$ cat config.mk
export PLATFORM = sky130hd
export DESIGN_NAME = unified_mem_scheduler
export DESIGN_NICKNAME = d
export VERILOG_FILES = /design/src/rtl/mem_sched_pkg.sv /design/src/rtl/access_timer.sv /design/src/rtl/unified_mem_scheduler.sv
export SDC_FILE = /design/constraint.sdc
export NUM_CORES = 1
export LEC_CHECK = 0
export ABC_AREA = 1
export BUFFER_PORTS_ARGS = -buffer_cell sky130_fd_sc_hd__buf_2
export CORE_MARGIN = 2
export CORE_UTILIZATION = 44
export CTS_BUF_LIST = sky130_fd_sc_hd__clkbuf_4 sky130_fd_sc_hd__clkbuf_8
export CTS_CLUSTER_SIZE = 14
export DETAILED_ROUTE_END_ITERATION = 6
export PLACE_DENSITY = 0.85
export RECOVER_POWER = 100
export SLEW_MARGIN = 10
export SYNTH_ARGS = -nofsm -noshare
export SYNTH_HDL_FRONTEND = slang
export SYNTH_SLANG_ARGS = --single-unit
$ cat constraint.sdc
create_clock -name CLK -period 1.3 [get_ports CLK]
set_input_delay 0 -clock CLK [delete_from_list [all_inputs] [get_ports CLK]]
set_output_delay 0 -clock CLK [all_outputs]
set_load 0.02 [all_outputs]
$ cat src/rtl/mem_sched_pkg.sv
// Shared definitions for the unified memory scheduler.
//   - FSM state encodings (2-bit, kept as plain localparams)
//   - default bubble instruction (add x0,x0,x0)
//   - RV32 load/store func3 codes
package mem_sched_pkg;

    localparam logic [1:0] ST_IDLE    = 2'd0;
    localparam logic [1:0] ST_BUSY_IF = 2'd1;
    localparam logic [1:0] ST_BUSY_DM = 2'd2;

    localparam logic [31:0] NOP_INSTR_DEF = 32'h0000_0033;

    localparam logic [2:0] F3_LB  = 3'b000;
    localparam logic [2:0] F3_LH  = 3'b001;
    localparam logic [2:0] F3_LW  = 3'b010;
    localparam logic [2:0] F3_LBU = 3'b100;
    localparam logic [2:0] F3_LHU = 3'b101;
    localparam logic [2:0] F3_SB  = 3'b000;
    localparam logic [2:0] F3_SH  = 3'b001;
    localparam logic [2:0] F3_SW  = 3'b010;

endpackage

$ cat src/rtl/access_timer.sv
// Memory access timer.
//   Down-counter loaded with MEM_LAT-1 when an access is granted; `last`
//   flags the final cycle of the access (count reached zero while active).
// Ports:
//   clk    in  core clock
//   rst_n  in  synchronous reset, active-low
//   start  in  access granted this cycle (reloads the counter)
//   active in  an access is currently in progress
//   last   out current cycle is the final cycle of the access
module access_timer #(
    parameter int MEM_LAT = 1
) (
    input  logic clk,
    input  logic rst_n,
    input  logic start,
    input  logic active,
    output logic last
);

    localparam int CW = (MEM_LAT > 1) ? $clog2(MEM_LAT) : 1;
    localparam logic [CW-1:0] LOAD = CW'(MEM_LAT - 1);

    logic [CW-1:0] cnt_q, cnt_d;

    always_comb begin
        cnt_d = cnt_q;
        if (start) begin
            cnt_d = LOAD;
        end else if (active && (cnt_q != '0)) begin
            cnt_d = cnt_q - CW'(1);
        end
    end

    always_ff @(posedge clk) begin
        if (!rst_n) begin
            cnt_q <= '0;
        end else begin
            cnt_q <= cnt_d;
        end
    end

    assign last = active && (cnt_q == '0);

endmodule

$ cat src/rtl/unified_mem_scheduler.sv
// Unified I/D memory scheduler for the 5-stage RV32 pipeline.
//   Arbitrates the single memory between fetch (IF) and load/store (MEM),
//   returns instruction/load data with one-cycle valid pulses and drives the
//   pipeline stall signals.
// Ports:
//   CLK, RST                     core clock, synchronous active-low reset
//   if_req/if_addr/if_flush      fetch request, PC, fetch cancel
//   if_rdata/if_valid/if_stall   instruction (NOP when not valid), pulse, stall
//   dm_rd/dm_wr/dm_addr/...      load/store request from MEM stage
//   dm_rdata/dm_done/dm_stall    load data, completion pulse, stall
//   mem_*                        memory interface
//
// state      | meaning
// -----------+----------------------------------------------
// ST_IDLE    | no access in progress, arbitrate each cycle
// ST_BUSY_IF | fetch access in progress (MEM_LAT cycles)
// ST_BUSY_DM | load/store access in progress (MEM_LAT cycles)
module unified_mem_scheduler
    import mem_sched_pkg::*;
#(
    parameter int          MEM_LAT    = 1,
    parameter int          STARVE_MAX = 3,
    parameter logic [31:0] NOP_INSTR  = NOP_INSTR_DEF
) (
    input  logic        CLK,
    input  logic        RST,
    input  logic        if_req,
    input  logic [31:0] if_addr,
    input  logic        if_flush,
    output logic [31:0] if_rdata,
    output logic        if_valid,
    output logic        if_stall,
    input  logic        dm_rd,
    input  logic        dm_wr,
    input  logic [31:0] dm_addr,
    input  logic [31:0] dm_wdata,
    input  logic [2:0]  dm_func3,
    output logic [31:0] dm_rdata,
    output logic        dm_done,
    output logic        dm_stall,
    output logic        mem_en,
    output logic        mem_we,
    output logic [31:0] mem_addr,
    output logic [31:0] mem_wdata,
    output logic [2:0]  mem_func3,
    input  logic [31:0] mem_rdata
);

    localparam int SC_W = (STARVE_MAX > 0) ? $clog2(STARVE_MAX + 1) : 1;
    localparam logic [SC_W-1:0] STARVE_LIM = SC_W'(STARVE_MAX);

    logic [1:0]      state_q, state_d;
    logic [SC_W-1:0] starve_q, starve_d;
    logic            cancel_q, cancel_d;
    logic [31:0]     addr_q, addr_d;
    logic [31:0]     wdata_q, wdata_d;
    logic [2:0]      func3_q, func3_d;
    logic            we_q, we_d;
    logic            if_valid_q, if_valid_d;
    logic            dm_done_q, dm_done_d;
    logic [31:0]     if_data_q, if_data_d;
    logic [31:0]     dm_data_q, dm_data_d;

    logic last, busy_if, busy_dm, arb_ok, dm_pend;
    logic grant_dm, grant_if, fetch_ok;

    access_timer #(.MEM_LAT(MEM_LAT)) u_timer (
        .clk    (CLK),
        .rst_n  (RST),
        .start  (grant_dm | grant_if),
        .active (state_q != ST_IDLE),
        .last   (last)
    );

    always_comb begin
        busy_if = (state_q == ST_BUSY_IF);
        busy_dm = (state_q == ST_BUSY_DM);
        // Arbitrating on the last busy cycle gives back-to-back accesses.
        arb_ok  = (state_q == ST_IDLE) | last;
        dm_pend = dm_rd | dm_wr;

        grant_dm = arb_ok & dm_pend & ((starve_q < STARVE_LIM) | ~if_req);
        grant_if = arb_ok & ~grant_dm & if_req & ~if_flush;
        // A flush on the final fetch cycle also suppresses the result.
        fetch_ok = busy_if & last & ~cancel_q & ~if_flush;

        state_d = state_q;
        if (grant_dm) begin
            state_d = ST_BUSY_DM;
        end else if (grant_if) begin
            state_d = ST_BUSY_IF;
        end else if (last) begin
            state_d = ST_IDLE;
        end

        starve_d = starve_q;
        if (!if_req || grant_if) begin
            starve_d = '0;
        end else if (grant_dm && (starve_q != STARVE_LIM)) begin
            starve_d = starve_q + SC_W'(1);
        end

        cancel_d = busy_if & ~last & (cancel_q | if_flush);

        addr_d  = addr_q;
        wdata_d = wdata_q;
        func3_d = func3_q;
        we_d    = we_q;
        if (grant_dm) begin
            addr_d  = dm_addr;
            wdata_d = dm_wdata;
            func3_d = dm_func3;
            we_d    = dm_wr;        // rd & wr together is a store
        end else if (grant_if) begin
            addr_d  = if_addr;
            wdata_d = '0;
            func3_d = F3_LW;
            we_d    = 1'b0;
        end

        if_valid_d = fetch_ok;
        dm_done_d  = busy_dm & last;
        if_data_d  = fetch_ok ? mem_rdata : if_data_q;
        dm_data_d  = (busy_dm & last) ? mem_rdata : dm_data_q;
    end

    always_ff @(posedge CLK) begin
        if (!RST) begin
            state_q    <= ST_IDLE;
            starve_q   <= '0;
            cancel_q   <= 1'b0;
            addr_q     <= '0;
            wdata_q    <= '0;
            func3_q    <= '0;
            we_q       <= 1'b0;
            if_valid_q <= 1'b0;
            dm_done_q  <= 1'b0;
            if_data_q  <= NOP_INSTR;
            dm_data_q  <= '0;
        end else begin
            state_q    <= state_d;
            starve_q   <= starve_d;
            cancel_q   <= cancel_d;
            addr_q     <= addr_d;
            wdata_q    <= wdata_d;
            func3_q    <= func3_d;
            we_q       <= we_d;
            if_valid_q <= if_valid_d;
            dm_done_q  <= dm_done_d;
            if_data_q  <= if_data_d;
            dm_data_q  <= dm_data_d;
        end
    end

    assign if_valid  = if_valid_q;
    assign if_rdata  = if_valid_q ? if_data_q : NOP_INSTR;
    assign if_stall  = if_req & ~if_valid_q;
    assign dm_done   = dm_done_q;
    assign dm_rdata  = dm_data_q;
    assign dm_stall  = (dm_rd | dm_wr) & ~dm_done_q;
    assign mem_en    = (state_q != ST_IDLE);
    assign mem_we    = busy_dm & we_q;
    assign mem_addr  = addr_q;
    assign mem_wdata = wdata_q;
    assign mem_func3 = func3_q;

endmodule

== After elaboration in Yosys (flattened, before gate mapping) ==
Index checks and enable logic that the tools add are counted.

* ROM bits: 0
* Output and inout port bits: 137
* Memories kept: 0
* Bits in writable memories: 0
* Bits in registers: 140
* Latch bits: 0

* Multiply operators: 0
* Divide/modulo/power cells: 0
* Multiplexer cells: 12
* Add/subtract/negate cells: 2
* Shifts and indexed selects: 0
* Magnitude comparators: 1
* Bitwise logic cells: 28
* Reduce and logical (&&, ||, !) cells: 13
* Eq/ne operators: 3

{| class="wikitable"
|+ Operators with widths
! cell !! number
|-
| two-way mux 32 bit || 5
|-
| bitwise AND 1 bit || 14
|-
| NOT 1 bit || 9
|-
| two-way mux 2 bit || 3
|-
| two-way mux 3 bit || 2
|-
| nonzero test 2 bit || 3
|-
| OR reduction 2 bit || 3
|-
| OR 1 bit || 5
|-
| logical AND 1 bit || 3
|-
| nonzero test 3 bit || 1
|-
| adder 2 x 1 -> 2 bit (second input constant) || 1
|-
| equality test 2 x 1 -> 1 bit (second input constant) || 1
|-
| equality test 2 bit (second input constant) || 1
|-
| logical NOT 2 bit || 1
|-
| less-than comparator 2 bit (second input constant) || 1
|-
| two-way mux 1 bit || 2
|-
| inequality test 2 bit (second input constant) || 1
|-
| logical NOT 1 bit || 1
|-
| logical OR 1 bit || 1
|-
| subtractor 1 bit (second input constant) || 1
|}

== Logic depth before layout (Yosys ltp) ==
* Word-level depth: 11
* Mapped depth: 10

== Hierarchy ==
Synthesis repeated with hierarchy kept, for this count alone.

* Cell total of the unflattened synthesis: 863
* Area total of the unflattened synthesis: 5967.0 um^2

{| class="wikitable"
|+ By module, submodules not included
! module !! area an instance (um^2) !! times used !! cells an instance
|-
| unified_mem_scheduler || 5924.4 || 1 || 856
|-
| access_timer || 42.5 || 1 || 7
|}

== Least setup slack after synthesis ==
OpenSTA, ideal clock, no wires.

* Kind: register to register
* Start: reg starve_q[0]
* End: reg addr_q[11] (netlist: mem_addr[11])
* Clock period less this slack: 1.409 ns
* Stages on the path, launching flop included: 10
* Path slack: -0.109 ns
* Arrival: 1.345 ns
* Cells stage by stage: dfxtp_1 > ha_1 > nand2_1 > inv_2 > nor2_4 > clkbuf_1 > nand3_1 > nand2_1 > nor2_1 > nor2_1

* Longest elaborated chain between the ends: 8
* Elaborated cells on any way between the ends: 9
* Those cells by class: order compare: 1; mux: 1; bitwise: 6; reduce/logical: 1

{| class="wikitable"
|+ RTL lines
! item !! line !! text
|-
| from (decl) || unified_mem_scheduler.sv:53 || <nowiki>logic [SC_W-1:0] starve_q, starve_d;</nowiki>
|-
| from (signal assigned) || unified_mem_scheduler.sv:142 || <nowiki>starve_q <= starve_d;</nowiki>
|-
| less-than comparator 2 bit * || unified_mem_scheduler.sv:82 || <nowiki>grant_dm = arb_ok & dm_pend & ((starve_q < STARVE_LIM) | ~if_req);</nowiki>
|-
| OR 1 bit * || unified_mem_scheduler.sv:82 ||
|-
| bitwise AND 1 bit * || unified_mem_scheduler.sv:82 ||
|-
| NOT 1 bit || unified_mem_scheduler.sv:83 || <nowiki>grant_if = arb_ok & ~grant_dm & if_req & ~if_flush;</nowiki>
|-
| bitwise AND 1 bit (3 in a row) || unified_mem_scheduler.sv:83 ||
|-
| nonzero test 2 bit (no line) || n/a ||
|-
| to (signal assigned) || unified_mem_scheduler.sv:144 || <nowiki>addr_q <= addr_d;</nowiki>
|-
| to (decl) || unified_mem_scheduler.sv:55 || <nowiki>logic [31:0] addr_q, addr_d;</nowiki>
|}

Every way passes the cells marked *; elsewhere a longest branch is shown, timed or not.
A chain may end at the register's enable or synchronous reset.

== Final worst setup path ==
* Start: reg starve_q[1]
* End: reg addr_q[2] (netlist: mem_addr[2])

The elaborated chain is that of the path after synthesis.

==> out/qor.tcl <==
set qor(powerDensity_mw_per_mm2) 990
set qor(critPathCaptureType) {flop}
set qor(numCtsBuffers) 17
set qor(clock_tree.htree_level_count) 4
set qor(antenna_violations_before_repair) 3
set qor(first_pass_iters) 6
set qor(synth_fp_nets) 999
set qor(power_switching_mw) 3.44
set qor(fin_worst_hold_slack_ns) 0.118
set qor(critPathSlowestCell) {sky130_fd_sc_hd__nor2_1}
set qor(drt-wirelength-per-cell_um) 22.7
set qor(timing.final.crit_period_ns) 2.11
set qor(crit_path_cells) {ha_4 > nand2_4 > inv_4 > nor2_4 > buf_12 > nand2_4 > nand2_1 > nand2_1 > nor2_1 > nor2_1}
set qor(intPower_mw) 7.33
set qor(final.period_utilization_pct) 162
set qor(setup_viol_count_final) 115
set qor(cap_viol_max_count) 0
set qor(core_mm2) 0.0131
set qor(maxClockFrequency_ghz) 0.475
set qor(critical_path_arrival_ns) 2.43
set qor(path_class) {flop to flop}
set qor(groute.usage.overall_pct) 33.1
set qor(timing.final.hold_violations) 0
set qor(largest_net_degree_at_the_start_of_global_routing) 76
set qor(finalNonFillerCells) 1494
set qor(layout-drive-gt1-share_pct) 33.3
set qor(dp_hpwl_um) 11400
set qor(dpl.cell_count) 1277
set qor(p_seq_share_pct) 43.9
set qor(clkLatencyLatePin_ns) 0.47
set qor(clkSlewWorstSetupHoldPaths_ns) 0.08
set qor(final_cell_mix) {156 x sky130_fd_sc_hd__nand2_1, 150 x sky130_fd_sc_hd__buf_2, 135 x sky130_fd_sc_hd__dfxtp_1, 135 x sky130_fd_sc_hd__dlygate4sd3_1, 119 x sky130_fd_sc_hd__nor2_1}
set qor(area_growth_synth_to_finish_pct) 85.1
set qor(power.combinational.fraction_pct) 23.3
set qor(ctsLongestPathBuffers) 2
set qor(failing_checks) {negative setup slack}
set qor(clk_root_buffer_cell) {sky130_fd_sc_hd__clkbuf_8}
set qor(wl_final_um) 34000
set qor(drtIter0Drc) 1247
set qor(postLayoutSetupSlackWorst_ns) -0.806
set qor(power.share.switching_pct) 32.0
set qor(worst_clock_skew_ns) 0.0166
set qor(outcome) {finished with violations}
set qor(synthesis.area_mm2) 0.00587
set qor(num-fill-cells) 733
set qor(grt_setup_unrepaired) {true}
set qor(numPortBuffers) 273
set qor(gp_congestion) 0.807
set qor(max_slew_margin_pct) 56.4
set qor(synthCells) 861
set qor(ys_seq_elements) 140
set qor(ir_worst_vdd_mv) 0.858
set qor(critPathMaxStageDelay_ns) 0.51
set qor(floorplan.initialDensity_pct) 44.7
set qor(worst-path-buf-inv) 2
set qor(report.power.total_mw) 10.8
set qor(critical_path_peak_fanout) 8
set qor(power.static_leakage_nw) 5.50
set qor(grt_pass1_wl_um) 37500
set qor(crit_required_ns) 1.62
set qor(detailroute.via_count) 8672
set qor(route.antenna.remaining_nets) 0
set qor(final_stage_net_count) 1439
set qor(mostFrequentLayoutCell) {sky130_fd_sc_hd__nand2_1}
set qor(mapped_avg_cell_area_um2) 6.82
set qor(yosysUniqueCellTypes) 25
set qor(path_depth) 10
set qor(synth-seq-area-share_pct) 47.7
set qor(boundaryPins) 274
set qor(y_dimension_of_the_die_um) 120
set qor(timing.critical_path.from_type) {flop}
set qor(worstHoldPathType) {primary input to flop}
set qor(clkSinkCount) 140
set qor(rows) 42
set qor(slew_violations) 0
set qor(worst_r2r_path_depth) 10
set qor(number_of_global_route_vias_before_repair) 7607
set qor(ys.warnings.count) 0
set qor(die_area_mm2) 0.0143
set qor(total_gr_overflow) 0
set qor(post_drt_via_cell_ratio) 5.80
set qor(max_slew.worst_pin.slew_ns) 0.652
set qor(path_delay_family) {simple AND/OR/NAND/NOR gates}
set qor(hold_path_depth) 5
set qor(die_w_um) 120
set qor(cts_tree) {done}
set qor(drcViolationCount) 0
set qor(clock_power_share_pct) 32.7
[final cells by class]
class	instances	area, um2	area share, %
multi-input combinational	558	3040	28.0
clock inverter	9	85.1	0.782
inverter	106	408	3.75
sequential	140	2810	25.9
antenna	4	10.0	0.0920
tap	176	220	2.03
clock buffer	23	304	2.80
timing repair buffer	478	3990	36.7
[synthesized netlist by cell type (all sizes together)]
| cell type | count | area share, % |
|---|---|---|
| nand4 | 1 | 0.11 |
| nor2 | 133 | 8.6 |
| inv | 105 | 6.7 |
| nor3 | 1 | 0.17 |
| clkinv | 1 | 0.064 |
| o211ai | 4 | 0.51 |
| ha | 1 | 0.21 |
| a21oi | 35 | 3.0 |
| dfxtp | 140 | 48 |
| nor4 | 1 | 0.11 |
| nand2 | 208 | 13 |
| clkbuf | 23 | 1.5 |
| and3 | 1 | 0.11 |
| buf | 36 | 3.0 |
| o21ai | 63 | 5.6 |
| o22ai | 1 | 0.11 |
| nand3 | 107 | 9.1 |
[power by group through the flow]
stage	clock [mW]	combinational, mW	sequential [mW]
CTS	3.48	1.96	4.66
finish	3.53	2.51	4.73
global route	3.75	2.62	4.74
global placement	0	1.54	4.74
floorplan	0	0.640	5.04
detailed placement	0	1.56	4.76
[worst reg2reg max path, cell delays in order, from the launching register on]
cell and delay, ns:
sky130_fd_sc_hd__dfxtp_2 0.35, sky130_fd_sc_hd__ha_4 0.17, sky130_fd_sc_hd__nand2_4 0.07, sky130_fd_sc_hd__inv_4 0.04, sky130_fd_sc_hd__nor2_4 0.18, sky130_fd_sc_hd__buf_12 0.21
sky130_fd_sc_hd__nand2_4 0.13, sky130_fd_sc_hd__nand2_1 0.11, sky130_fd_sc_hd__nand2_1 0.08, sky130_fd_sc_hd__nor2_1 0.51, sky130_fd_sc_hd__nor2_1 0.13
[per-stage QoR]
stage	setup WS [ns]	setup TNS, ns	area, um2	util (%)
final	-0.806	-20.45	10900	82.8
after CTS	-0.126	-5.78	9650	73.5
after detailed placement	-0.172	-5.76	7540	57.4
after global placement	-0.121	-3.58	7540	57.4
after floorplan	-0.0109	-0.298	5930	-
after global routing	-0.924	-25.88	10900	82.7
[logic make-up (layout without fill, tap and decap cells)]
group | after synthesis | after routing | synth area share [%]
AO/OA/AOI/OAI | 103 | 103 | 9.16
adder cells (fa/ha/maj) | 1 | 1 | 0.213
buffers and inverters | 165 | 616 | 11.3
flip-flops | 140 | 140 | 47.7
other | 0 | 4 | 0
AND/OR/NAND/NOR | 452 | 454 | 31.7
[repair_timing]
action | CTS | global route
hold buffers | 135 | 0
cloned | 5 | 29
pin swaps | 3 | 82
setup endpoints to repair | 100 | 144
hold endpoints to repair | 136 | 0
gates resized for setup | 56 | 222
setup buffers | 6 | 7
[flip-flops by register name, summed over array words and instances (netlist names)]
signal,count
mem_addr,32
if_data_q,32
starve_q,2
cancel_q,1
state_q,2
we_q,1
u_timer.cnt_q,1
dm_rdata,32
if_valid,1
mem_func3,3
mem_wdata,32
dm_done,1
[routing by layer]
layer / vias up / wire length (um) / global-route usage, %
li1: 3571 / - / -
met1: 3873 / 10600 / 34.3
met2: 871 / 15200 / 56.9
met3: 355 / 5010 / 12.8
met4: 2 / 3110 / 19.1
met5: - / 13 / 0
[path summary, 6_finish.rpt]
path | start | end | slack (ns)
max | starve_q[1] | mem_addr[2] | -0.81
min | dm_rd | state_q[0] | 0.12
max reg2reg | starve_q[1] | mem_addr[2] | -0.81
min reg2reg | dm_rdata[27] | dm_rdata[27] | 0.44
Power figures use the tool's default switching activity.
